==> src/rtl/jtframe_cenmon.sv <==
// jtframe_cenmon: clock-enable monitor.
// Counts cen pulses over a fixed window of WIN clk cycles. At the end of each
// window it reports the pulse count, under/over-rate flags, a stuck flag and,
// when the macro JTFRAME_CENMON_GAP_EN is defined, the smallest and largest
// cen-to-cen spacing seen in that window. Without the macro the gap outputs
// are tied to zero and no gap logic is built.
module jtframe_cenmon #(
  parameter int WIN     = 48000,
  parameter int CW      = 16,
  parameter int EXP_MIN = 3579,
  parameter int EXP_MAX = 3580,
  parameter int GAPW    = 8
) (
  input  logic            rst,
  input  logic            clk,
  input  logic            cen,
  input  logic            clr,
  output logic [CW-1:0]   count,
  output logic            valid,
  output logic            too_slow,
  output logic            too_fast,
  output logic            stuck,
  output logic [GAPW-1:0] min_gap,
  output logic [GAPW-1:0] max_gap
);

  localparam int WCW = $clog2(WIN);
  localparam logic [WCW-1:0] WC_LAST = WCW'(WIN - 1);

  logic [WCW-1:0] wc_q, wc_d;
  logic [CW-1:0]  pc_q, pc_d, pc_fin;
  logic           seen_hi_q, seen_hi_d, seen_lo_q, seen_lo_d;
  logic           hi_fin, lo_fin;
  logic           close;
  logic [31:0]    pc_ext;

  logic [CW-1:0]  count_q;
  logic           valid_q, too_slow_q, too_fast_q, stuck_q;

  // A clr on the closing cycle discards the window, so it blocks the report.
  assign close  = (wc_q == WC_LAST) && !clr;
  // Final count includes a cen landing on the closing cycle; saturates.
  assign pc_fin = (cen && (pc_q != {CW{1'b1}})) ? pc_q + CW'(1) : pc_q;
  assign pc_ext = 32'(pc_fin);
  // Stuck means cen never toggled level within the window.
  assign hi_fin = seen_hi_q | cen;
  assign lo_fin = seen_lo_q | ~cen;

  // Next-state for window counter, pulse counter and level-seen tracking.
  always_comb begin
    wc_d      = (wc_q == WC_LAST) ? '0 : wc_q + WCW'(1);
    pc_d      = close ? '0 : pc_fin;
    seen_hi_d = close ? 1'b0 : hi_fin;
    seen_lo_d = close ? 1'b0 : lo_fin;
    if (clr) begin
      wc_d      = '0;
      pc_d      = '0;
      seen_hi_d = 1'b0;
      seen_lo_d = 1'b0;
    end
  end

  // Window state and report registers; report captured on the closing cycle.
  always_ff @(posedge clk or posedge rst) begin
    if (rst) begin
      wc_q       <= '0;
      pc_q       <= '0;
      seen_hi_q  <= 1'b0;
      seen_lo_q  <= 1'b0;
      count_q    <= '0;
      valid_q    <= 1'b0;
      too_slow_q <= 1'b0;
      too_fast_q <= 1'b0;
      stuck_q    <= 1'b0;
    end else begin
      wc_q      <= wc_d;
      pc_q      <= pc_d;
      seen_hi_q <= seen_hi_d;
      seen_lo_q <= seen_lo_d;
      valid_q   <= close;
      if (close) begin
        count_q    <= pc_fin;
        too_slow_q <= pc_ext < 32'(EXP_MIN);
        too_fast_q <= pc_ext > 32'(EXP_MAX);
        stuck_q    <= !hi_fin || !lo_fin;
      end
    end
  end

  assign count    = count_q;
  assign valid    = valid_q;
  assign too_slow = too_slow_q;
  assign too_fast = too_fast_q;
  assign stuck    = stuck_q;

`ifdef JTFRAME_CENMON_GAP_EN
  logic [GAPW-1:0] gc_q, gc_d, rmin_q, rmin_d, rmax_q, rmax_d;
  logic [GAPW-1:0] gap, min_fin, max_fin, min_gap_q, max_gap_q;
  logic            armed_q, armed_d, rec;

  // Gap is cycles since previous cen plus one, saturating at all ones.
  assign gap     = (gc_q == {GAPW{1'b1}}) ? gc_q : gc_q + GAPW'(1);
  // The first cen after reset/clr only arms the history.
  assign rec     = cen && armed_q;
  assign min_fin = (rec && (gap < rmin_q)) ? gap : rmin_q;
  assign max_fin = (rec && (gap > rmax_q)) ? gap : rmax_q;

  // Next-state for gap counter, history and running min/max.
  always_comb begin
    gc_d    = cen ? '0 : ((gc_q == {GAPW{1'b1}}) ? gc_q : gc_q + GAPW'(1));
    armed_d = armed_q | cen;
    rmin_d  = close ? {GAPW{1'b1}} : min_fin;
    rmax_d  = close ? '0 : max_fin;
    if (clr) begin
      gc_d    = '0;
      armed_d = 1'b0;
      rmin_d  = {GAPW{1'b1}};
      rmax_d  = '0;
    end
  end

  // Gap state and gap report registers, captured alongside count.
  always_ff @(posedge clk or posedge rst) begin
    if (rst) begin
      gc_q      <= '0;
      armed_q   <= 1'b0;
      rmin_q    <= {GAPW{1'b1}};
      rmax_q    <= '0;
      min_gap_q <= {GAPW{1'b1}};
      max_gap_q <= '0;
    end else begin
      gc_q    <= gc_d;
      armed_q <= armed_d;
      rmin_q  <= rmin_d;
      rmax_q  <= rmax_d;
      if (close) begin
        min_gap_q <= min_fin;
        max_gap_q <= max_fin;
      end
    end
  end

  assign min_gap = min_gap_q;
  assign max_gap = max_gap_q;
`else
  assign min_gap = '0;
  assign max_gap = '0;
`endif

endmodule

==> config.mk <==
export PLATFORM = sky130hd
export DESIGN_NAME = jtframe_cenmon
export DESIGN_NICKNAME = d
export VERILOG_FILES = /design/src/rtl/jtframe_cenmon.sv
export SDC_FILE = /design/constraint.sdc
export NUM_CORES = 1
export LEC_CHECK = 0
export ABC_AREA = 1
export BUFFER_PORTS_ARGS = -buffer_cell sky130_fd_sc_hd__clkbuf_2
export CORE_MARGIN = 5
export CORE_UTILIZATION = 50
export CTS_CLUSTER_SIZE = 14
export DETAILED_ROUTE_END_ITERATION = 12
export MAX_ROUTING_LAYER = met4
export PLACE_DENSITY = 0.78
export SYNTH_ARGS = -nofsm -noshare
export SYNTH_HDL_FRONTEND = slang
export SYNTH_SLANG_ARGS = --single-unit
==> constraint.sdc <==
create_clock -name clk -period 2.48 [get_ports clk]
set_clock_uncertainty 0.05 [all_clocks]
set_input_delay 0.124 -clock clk [delete_from_list [all_inputs] [get_ports clk]]
set_output_delay 0.124 -clock clk [all_outputs]
set_load 0.01 [all_outputs]
==> flow_summary.json <==
{
  "overflow": 0,
  "maxSlewViolCount": 0,
  "num_antenna_cells": 0,
  "core-area_um2": 5850,
  "final_nets": 428,
  "firstDrtPassIters": 5,
  "period_needed_ps": 2150,
  "place_ws_ps": 376,
  "hold_path.class": "input port to register",
  "swShare": 0.240,
  "tightest_slew_ps": 524,
  "syn_to_final_growth_pct": 8.87,
  "cp.arrival_ps": 2300,
  "status": "finished, final reports clean",
  "crit_slowest_cell": "dfrtp_1",
  "start_kind": "register",
  "p_switching_uw": 363,
  "vias": 2503,
  "rsz0062_at_grt": "false",
  "final_hold_viol_count": 0,
  "clock_path_buffers": 2,
  "row_count": 28,
  "post-route-period-util": 0.868,
  "post_cts_resized": 0,
  "cts_sinks": 54,
  "critPathKind": "register to register",
  "syn_area_um2": 2990,
  "p_per_area_nw_per_um2": 464,
  "fin_ws_ps": 328,
  "p_leak_nw": 1.58,
  "yosysSeqAreaShare": 0.452,
  "ys_types": 30,
  "ir_worst_vdd_mv": 0.300,
  "drtIter0Drc": 180,
  "syn_inst": 392,
  "drive_gt1_frac": 0.154,
  "die_y_um": 87.3,
  "root_buffer": "clkbuf_8",
  "cap_violations": 0,
  "insertion_delay_ps": 310,
  "numPortBuffers": 23,
  "setup_viol": 0,
  "grt_pass1_vias": 2363,
  "crit_required_ps": 2630,
  "seq_power_share": 0.599,
  "antenna_found_initial": 0,
  "grt_pass1_wl_um": 10400,
  "grt_max_degree": 38,
  "critPathBufInv": 0,
  "cts_tree": "built",
  "dieArea_um2": 7630,
  "crit_chain": "ha_1 > nand3_2 > nor2_4 > nand2_2 > nor2_2 > nand2_1 > nand2_1 > nand2_1 > nor2_2 > nand2_2 > nor2_4 > nand3_1 > nand3_1 > nand2_1",
  "slew_headroom": 0.650,
  "fin_setup_tns_ps": 0,
  "slowest_delay_ps": 430,
  "routed_wl_um": 6140,
  "combPwrFrac": 0.074,
  "gr-usage-all-layers": 0.177,
  "fmax_mhz": 465,
  "drt.antenna.violating_nets": 0,
  "htreeDepth": 2,
  "ys_ff_latch": 54,
  "crit_family": "simple AND/OR/NAND/NOR gates",
  "avgRoutedWirePerCell_um": 12.3,
  "end_kind": "register",
  "start_util": 0.511,
  "pin_count": 40,
  "p_clk_frac": 0.327,
  "place.gp.congestion": 1.02,
  "avgSynthCellArea_um2": 7.63,
  "yosysWarnings": 0,
  "drc": 0,
  "p_int_mw": 1.15,
  "die_x_um": 87.3,
  "cp_common_cell": "nand2_1",
  "dp_hpwl_um": 4720,
  "cts_inserted_buffers": 5,
  "path_max_fanout": 6,
  "vias_per_cell": 5.03,
  "clk_pin_slew_ps": 90
}
-- area by class of cell --
cell class | count | area [um^2]
inverter | 46 | 173
fill | 538 | 2590
clock buffer | 7 | 86.3
clock inverter | 1 | 5.00
timing repair buffer | 30 | 173
tap | 75 | 93.8
multi-input combinational | 285 | 1370
sequential | 54 | 1350
-- kinds of logic (layout without fill, tap and decap cells) --
| logic type | after synthesis | count (layout) | synth area share |
|---|---|---|---|
| flip-flops | 54 | 54 | 0.452 |
| adder cells (fa/ha/maj) | 2 | 2 | 0.00837 |
| AND/OR/NAND/NOR | 223 | 223 | 0.348 |
| other | 1 | 16 | 0.00125 |
| buffers and inverters | 68 | 84 | 0.108 |
| AO/OA/AOI/OAI | 38 | 38 | 0.0653 |
| XOR/XNOR | 6 | 6 | 0.0176 |
-- per-layer routing --
metal | track usage | vias up | routed length [um]
met5 | - | - | 0
met4 | 0.0697 | 0 | 145
met3 | 0.0331 | 15 | 274
met2 | 0.288 | 69 | 3070
met1 | 0.218 | 1164 | 2650
li1 | - | 1255 | -
-- cell usage after synthesis --
| master | n | area, um^2 |
|---|---|---|
| and3_1 | 1 | 6.26 |
| a211oi_1 | 1 | 7.51 |
| o21bai_1 | 1 | 7.51 |
| o21ai_1 | 2 | 10.0 |
| xnor2_1 | 3 | 26.3 |
| nand4_1 | 9 | 56.3 |
| nand3b_1 | 1 | 7.51 |
| o21ai_0 | 26 | 130 |
| buf_4 | 17 | 128 |
| xor2_1 | 3 | 26.3 |
| nor3_1 | 3 | 15.0 |
| nand3_1 | 23 | 115 |
| dfrtp_1 | 54 | 1350 |
| conb_1 | 1 | 3.75 |
| nor3_2 | 1 | 10.0 |
| nor2_4 | 9 | 101 |
| nand3_2 | 1 | 10.0 |
| nor4_1 | 2 | 12.5 |
| buf_2 | 2 | 10.0 |
| ha_1 | 2 | 25.0 |
| nand2_4 | 2 | 22.5 |
| nor2_2 | 4 | 25.0 |
| nor2_1 | 53 | 199 |
| nand2_2 | 10 | 62.6 |
| nand2_1 | 102 | 383 |
| inv_2 | 2 | 7.51 |
| clkbuf_1 | 3 | 11.3 |
| inv_1 | 44 | 165 |
| nor3b_1 | 2 | 15.0 |
| a21oi_1 | 8 | 40.0 |
-- worst min-delay path, delay by kind of cell --
family	cells	cell delay [ps]
compound gates	1	110
buf+inv	2	230
-- final timing paths --
kind,start,end,slack [ps],cells after the start
setup / recovery,pc_q[0],too_fast,330,14
hold / removal,cen,seen_hi_q,150,3
setup reg to reg,pc_q[0],too_fast,330,14
hold reg to reg,wc_q[0],wc_q[0],410,1
max in group asynchronous,rst,pc_q[9],1420,4
min in group asynchronous,rst,wc_q[5],340,3
-- placed cells by master (no fill, tap or decap), types with 2 or more instances in the layout --
cell and instances:
nor3_1 3, clkbuf_8 6, nand2_1 102, xnor2_1 3
nor3b_1 2, xor2_1 3, nand4_1 9, nand3_1 23
inv_2 3, nor2_2 4, ha_1 2, nand2_2 10
dfrtp_1 54, nor2_4 9, nor4_1 2, nand2_4 2
clkbuf_2 23, buf_4 5, nor2_1 53, dlygate4sd3_1 2
a21oi_1 8, o21ai_0 26, o21ai_1 2, conb_1 16
inv_1 43
-- flip-flops by register name (all words and copies together) (netlist names) --
register	flops
too_slow	1
seen_hi_q	1
count	16
pc_q	16
too_fast	1
stuck	1
seen_lo_q	1
wc_q	16
valid	1
-- power by group through the flow --
stage | logic, mW | clock network (mW) | registers, mW
after CTS | 0.112 | 0.510 | 0.906
after global routing | 0.128 | 0.541 | 0.909
after global placement | 0.107 | 0 | 0.923
after detailed placement | 0.109 | 0 | 0.924
after floorplan | 0.103 | 0 | 0.919
final | 0.111 | 0.495 | 0.906
-- repair_timing --
item | in CTS | in global routing
hold buffers | 2 | 0
buffers inserted | 0 | 0
hold endpoints to repair | 26 | 0
endpoints found under the setup margin | 0 | 0
-- per-stage QoR --
step	area, um^2	hold WS, ps	util	instances	total power, mW
after detailed placement	3140	133	0.537	488	1.03
after floorplan	3050	140	-	407	1.02
final	3260	149	0.556	498	1.51
after CTS	3260	127	0.556	498	1.53
after global placement	3140	123	0.537	488	1.03
after global routing	3260	164	0.556	498	1.58
No activity file was read; power rests on OpenSTA's default activity.
